File: src/rtl/game_round_ctrl.sv
// rtl/game_round_ctrl.sv - whack-a-box round controller: LFSR targets, hit window, round timer, score, sound pulses
// Optional DIFFICULTY_RAMP_EN: streak-driven shrinking hit window.
`timescale 1ns/1ps
module game_round_ctrl #(
    parameter int NUM_BOXES     = 7,
    parameter int ADDR_W        = 3,
    parameter int CLK_HZ        = 50000000,
    parameter int ROUND_SECONDS = 60,
    parameter int TARGET_CYCLES = 75000000,
    parameter int SCORE_W       = 11,
    parameter int SOUND_CYCLES  = 25000000
) (
    input  logic               CLOCK_50,
    input  logic               reset,
    input  logic               start_game,
    input  logic [ADDR_W-1:0]  box_address,
    output logic [ADDR_W-1:0]  target_box,
    output logic [SCORE_W-1:0] score,
    output logic [6:0]         seconds_left,
    output logic [1:0]         state_o,
    output logic               lobby_sound,
    output logic               hit_sound,
    output logic               miss_sound,
    output logic               game_over
);

    typedef enum logic [1:0] {
        LOBBY    = 2'd0,
        SPAWN    = 2'd1,
        WAIT_HIT = 2'd2,
        OVER     = 2'd3
    } state_t;

    localparam int PRESC_W = $clog2(CLK_HZ + 1);
    localparam int WIN_W   = $clog2(TARGET_CYCLES + 1);
    localparam int SND_W   = $clog2(SOUND_CYCLES + 1);
    localparam logic [SCORE_W-1:0] SCORE_MAX = '1;
    localparam logic [WIN_W-1:0]   WIN_FULL  = WIN_W'(TARGET_CYCLES);
    localparam logic [6:0]         SECS_INIT = 7'(ROUND_SECONDS);
    localparam logic [SND_W-1:0]   SND_LOAD  = SND_W'(SOUND_CYCLES);

    state_t              state, next_state;
    logic [7:0]          lfsr;
    logic                lfsr_fb;
    logic [ADDR_W-1:0]   s1, s2, s3;
    logic [PRESC_W-1:0]  presc;
    logic [WIN_W-1:0]    win_cnt;
    logic [WIN_W-1:0]    win_len;
    logic [SND_W-1:0]    hit_cnt, miss_cnt;
    logic [ADDR_W-1:0]   spawn_target;
    int                  cand;
    logic                hit_ev, in_play, start_req, sec_wrap, expire;
    logic                correct_hit, wrong_hit, timeout;

    always_comb begin
        lfsr_fb     = lfsr[7] ^ lfsr[5] ^ lfsr[4] ^ lfsr[3];
        hit_ev      = (s2 != '0) && (s2 != s3);
        in_play     = (state == SPAWN) || (state == WAIT_HIT);
        start_req   = ((state == LOBBY) || (state == OVER)) && start_game;
        sec_wrap    = in_play && (presc == PRESC_W'(CLK_HZ - 1));
        expire      = sec_wrap && (seconds_left == 7'd1);
        correct_hit = (state == WAIT_HIT) && hit_ev && (s2 == target_box);
        wrong_hit   = (state == WAIT_HIT) && hit_ev && (s2 != target_box);
        // any hit event on the timeout edge wins over the timeout
        timeout     = (state == WAIT_HIT) && !hit_ev && (win_cnt >= win_len - WIN_W'(1));

        cand = int'(lfsr) % NUM_BOXES + 1;
        if (cand == int'(target_box)) begin
            cand = (cand >= NUM_BOXES) ? 1 : cand + 1;
        end
        spawn_target = ADDR_W'(cand);

        next_state = state;
        case (state)
            LOBBY:    if (start_game) next_state = SPAWN;
            SPAWN:    next_state = WAIT_HIT;
            WAIT_HIT: if (correct_hit || timeout) next_state = SPAWN;
            OVER:     if (start_game) next_state = SPAWN;
            default:  next_state = LOBBY;
        endcase
        if (expire) begin
            next_state = OVER;
        end
    end

    always_ff @(posedge CLOCK_50 or posedge reset) begin
        if (reset) begin
            state <= LOBBY;
        end else begin
            state <= next_state;
        end
    end

    always_ff @(posedge CLOCK_50 or posedge reset) begin
        if (reset) begin
            lfsr         <= 8'hA5;
            s1           <= '0;
            s2           <= '0;
            s3           <= '0;
            presc        <= '0;
            win_cnt      <= '0;
            hit_cnt      <= '0;
            miss_cnt     <= '0;
            target_box   <= '0;
            score        <= '0;
            seconds_left <= SECS_INIT;
        end else begin
            lfsr <= {lfsr[6:0], lfsr_fb};
            s1   <= box_address;
            s2   <= s1;
            s3   <= s2;

            if (hit_cnt != '0)  hit_cnt  <= hit_cnt - SND_W'(1);
            if (miss_cnt != '0) miss_cnt <= miss_cnt - SND_W'(1);

            if (start_req) begin
                score        <= '0;
                seconds_left <= SECS_INIT;
                presc        <= '0;
            end

            if (sec_wrap) begin
                presc        <= '0;
                seconds_left <= seconds_left - 7'd1;
            end else if (in_play) begin
                presc <= presc + PRESC_W'(1);
            end

            if (state == SPAWN) begin
                target_box <= spawn_target;
                win_cnt    <= '0;
            end else if (state == WAIT_HIT && win_cnt != '1) begin
                win_cnt <= win_cnt + WIN_W'(1);
            end

            if (correct_hit) begin
                if (score != SCORE_MAX) score <= score + SCORE_W'(1);
                hit_cnt <= SND_LOAD;
            end
            if (wrong_hit) begin
                if (score != '0) score <= score - SCORE_W'(1);
                miss_cnt <= SND_LOAD;
            end
            if (timeout) begin
                miss_cnt <= SND_LOAD;
            end
            if (expire) begin
                target_box <= '0;
            end
        end
    end

`ifdef DIFFICULTY_RAMP_EN
    localparam logic [WIN_W-1:0] WIN_MIN = WIN_W'(TARGET_CYCLES / 8);
    logic [1:0] streak;

    always_ff @(posedge CLOCK_50 or posedge reset) begin
        if (reset) begin
            win_len <= WIN_FULL;
            streak  <= '0;
        end else if (start_req || wrong_hit || timeout) begin
            win_len <= WIN_FULL;
            streak  <= '0;
        end else if (correct_hit) begin
            if (streak == 2'd3) begin
                streak  <= '0;
                win_len <= ((win_len >> 1) < WIN_MIN) ? WIN_MIN : (win_len >> 1);
            end else begin
                streak <= streak + 2'd1;
            end
        end
    end
`else
    assign win_len = WIN_FULL;
`endif

    assign state_o     = state;
    assign lobby_sound = (state == LOBBY);
    assign game_over   = (state == OVER);
    assign hit_sound   = (hit_cnt != '0);
    assign miss_sound  = (miss_cnt != '0);

endmodule

File: config.mk
export PLATFORM = sky130hd
export DESIGN_NAME = game_round_ctrl
export DESIGN_NICKNAME = d
export VERILOG_FILES = /design/src/rtl/game_round_ctrl.sv
export SDC_FILE = /design/constraint.sdc
export NUM_CORES = 1
export LEC_CHECK = 0
export BUFFER_PORTS_ARGS = -buffer_cell sky130_fd_sc_hd__buf_4
export CORE_MARGIN = 5
export CORE_UTILIZATION = 28
export DETAILED_ROUTE_END_ITERATION = 8
export PLACE_DENSITY_LB_ADDON = 0.3
export SLEW_MARGIN = 0
export SYNTH_ARGS = -nofsm -noshare
export SYNTH_HDL_FRONTEND = slang
export SYNTH_SLANG_ARGS = --single-unit
File: constraint.sdc
create_clock -name CLOCK_50 -period 8.9 [get_ports CLOCK_50]
set_clock_uncertainty 0.2 [all_clocks]
set_input_delay 1.78 -clock CLOCK_50 [delete_from_list [all_inputs] [get_ports CLOCK_50]]
set_output_delay 1.78 -clock CLOCK_50 [all_outputs]
set_load 0.02 [all_outputs]
==> out/results.md <==
| Quantity | Value | Unit |
|:---|:---|:---|
| Outcome | completed | - |
| Number of resized instances in the post-cts repair step | 0 | - |
| Post-route total power | 2.38 | mW |
| Antenna Cells | 0 | - |
| Clk Latency, worst-skew pair | 0.42 | ns |
| Commonest non-fill, non-tap cell in the layout | sky130_fd_sc_hd__dfrtp_1 | - |
| CP max stage delay | 0.79 | ns |
| Deepest level of the CTS H-tree | 4 | - |
| TritonCTS clock tree | built | - |
| Max-capacitance violation count | 0 | - |
| Post-CTS setup-driven buffer insertion count | 0 | - |
| Antenna Violating Nets Remaining | 0 | - |
| Type of the worst setup path | reg -> reg | - |
| Post-synth EDFFs | 0 | - |
| Maximum VDD drop | 0.000146 | V |
| Floorplan die width | 193 | µm |
| Routed WL per cell | 14.4 | µm |
| Routed vias/inst | 5.10 | - |
| Unique masters post-synth | 100 | - |
| Root cell of the clock tree | sky130_fd_sc_hd__clkbuf_16 | - |
| Sw frac | 36.0 | % |
| Final weighted congestion in routability-driven placement | 0.874 | - |
| Total GRT Usage | 12.5 | % |
| Critical path data required time | 8.99 | ns |
| Vias in the first global route | 7,715 | - |
| Grt ovf | 0 | - |
| Initial Util | 28.2 | % |
| Pin count of the biggest net entering global routing | 77 | - |
| Final worst-path cycle share | 86.7 | % |
| Count of port buffers added during placement | 32 | - |
| Num Clock Sinks | 143 | - |
| Summed negative setup slack over all endpoints | 0 | ns |
| Tightest slew margin relative to the limit | 33.4 | % |
| Vias | 8,063 | - |
| Ranking of synthesized cells by area | sky130_fd_sc_hd__dfrtp_1, sky130_fd_sc_hd__o21ai_0, sky130_fd_sc_hd__nor2_1 | - |
| Proportion of register bits with asynchronous set or reset after synthesis | 100 | % |
| Finish-stage setup viols | 0 | - |
| First drt pass iteration count | 5 | - |
| Top library cells by usage in the layout, fill and taps aside | sky130_fd_sc_hd__dfrtp_1, sky130_fd_sc_hd__nor2_1, sky130_fd_sc_hd__nand2_1, sky130_fd_sc_hd__o21ai_0, sky130_fd_sc_hd__nand3_1 | - |
| Remaining design rule violation count | 0 | - |
| Setup crit start kind | register | - |
| Share of total power in sequential cells | 38.6 | % |
| Clock network fraction of design power | 31.1 | % |
| RSZ-0062 raised after global routing | no | - |
| CTS clock-pin slew for the worst setup and hold paths | 0.06 | ns |
| Die Footprint | 37,300 | µm² |
| Estimated wirelength of the detail-placed design | 16.0 | mm |
| Area of the mapped netlist | 9400 | µm² |
| Ys flop type | sky130_fd_sc_hd__dfrtp_1 | - |
| Count of final max-slew check failures | 0 | - |
| Net switching power | 0.857 | mW |
| Internal power of the cells | 1.53 | mW |
| Wire length of the first global-routing pass | 39.1 | mm |
| Violation count after the first detailed-routing iteration | 568 | - |
| LEAKAGE | 4.37 | nW |
| Highest-delay cell along the critical path | sky130_fd_sc_hd__mux2i_1 | - |
| Share of the synthesized area in the top cell type | 36.0 | % |
| Critical path's most frequent cell | sky130_fd_sc_hd__ha_1 | - |
| Path category of the worst min-delay check | reg -> reg | - |
| Post-synthesis register bit count | 143 | - |
| Mapped Nets | 1,122 | - |
| Final-report hold violation count | 0 | - |
| Area of the core | 33,400 | µm² |
| Antenna violations before repair | 0 | - |
| Slew at the pin closest to its max-slew limit | 0.998 | ns |
| Share of the yosys chip area belonging to registers | 38.2 | % |
| Part of the power in combinational logic | 30.3 | % |
| Library cell occupying the most area in the post-synthesis netlist | sky130_fd_sc_hd__dfrtp_1 | - |
| Fraction of final layout cells sized beyond drive strength 1 | 10.7 | % |
| Height of the die | 193 | µm |
| YS warnings | 0 | - |
| Layout Nets | 1,143 | - |
| Number of placement rows | 67 | - |
| Power per unit of standard cell area | 223 | nW/µm² |
| Area delta synth->final | 13.8 | % |
| Number of buffers added to fix hold violations after cts | 0 | - |
| Boundary pin count | 33 | - |
| Avg Inst Size Synth | 8.56 | µm² |
| Final wirelength | 22.7 | mm |
| Gate count after technology mapping | 1,098 | - |
| Critical Path Sink Type | register | - |
| Critical path data arrival time | 7.81 | ns |
| Cts bufs inserted | 17 | - |
| Fin crit period | 7.72 | ns |
| Maximum fanout count along the critical path | 15 | - |
| Max Freq | 130 | MHz |
| Number of buffers on the longest clock path | 2 | - |
## cells by family after synthesis
family | Yosys count | synth area share [%]
and+or+nand+nor | 501 | 27.6
AOI/OAI and AO/OA | 266 | 19.2
DFF | 143 | 38.2
muxes | 13 | 1.45
adders and majority gates | 18 | 2.40
buffers and inverters | 76 | 3.34
xor gates and xnor gates | 81 | 7.86
## power groups by stage
stage          logic, mW  registers [mW]  clock network [mW]
2_1_floorplan      0.513           0.926                   0
3_3_place_gp       0.726           0.926                   0
3_5_place_dp       0.733           0.930                   0
4_1_cts            0.738           0.921               0.760
5_1_grt            0.828           0.944               0.794
6_report           0.723           0.920               0.741
## state kept, by name, indices dropped and copies added (netlist names)
signal and cells:
win_cnt 27, state_o 2, miss_cnt 25, presc 26, s3 3, lfsr 8
target_box 3, hit_cnt 25, s1 3, s2 3, seconds_left 7, score 11
## routing by layer
metal,GRT usage [%],up-vias,wire length (µm)
met5,0,-,0
met4,2.75,0,241
met3,2.70,16,808
met2,19.6,112,10300
met1,17.9,3910,11400
li1,-,4025,-
## final cells by class
class | instances | area, µm²
Sequential cell | 143 | 3590
Multi-Input combinational cell | 879 | 5490
Inverter | 39 | 151
Timing Repair Buffer | 39 | 293
Tap cell | 448 | 561
Clock inverter | 9 | 133
Clock buffer | 23 | 478
Fill cell | 3576 | 22700
## through the flow
step	setup WS (ns)	cells	hold WS [ns]	instance area (µm²)	util (%)
final	1.18	1580	0.149	10700	32.1
after global routing	0.583	1580	0.165	10700	32.1
after CTS	1.30	1580	0.151	10700	32.1
after detailed placement	1.33	1548	0.137	10100	30.2
after global placement	1.51	1548	0.133	10100	30.2
after floorplan	2.28	1098	0.131	9400	-
## cells in the mapped netlist (all sizes together) (6+ instances only)
cell type  instances
dfrtp            135
nor2             125
nand2            114
o21ai            102
nand3             60
a21oi             46
xnor2             46
inv               37
nor3              36
xor2              33
and3              31
clkbuf            28
nor4              28
a31oi             20
or3               19
ha                18
and2              17
nand4             17
o211ai            12
nor2b             11
o31ai             11
nand2b            10
buf                9
dfstp              8
mux2i              8
a211oi             7
a21o               7
o21bai             7
or4                7
nor4b              6
## worst paths after layout
path	cells past startpoint	startpoint	slack (ns)	endpoint
max	28	lfsr[5]	1.18	target_box[0]
min	0	s1[2]	0.15	s2[2]
max reg2reg	28	lfsr[5]	1.18	target_box[0]
min reg2reg	0	s1[2]	0.15	s2[2]
max in group asynchronous	3	reset	5.85	win_cnt[26]
min in group asynchronous	2	reset	1.24	hit_cnt[4]
## worst max-delay path: cells and delay by family, from the launching register on
kind                     cells  cell delay, ns
flip-flops                   1            0.67
XOR/XNOR                     3            0.84
buffers and inverters        1            0.11
adder cells (fa/ha/maj)      4            1.46
AND/OR/NAND/NOR             10            1.73
AO/OA/AOI/OAI                6            0.87
multiplexers                 4            1.70
(Power assumes the default switching activity.)
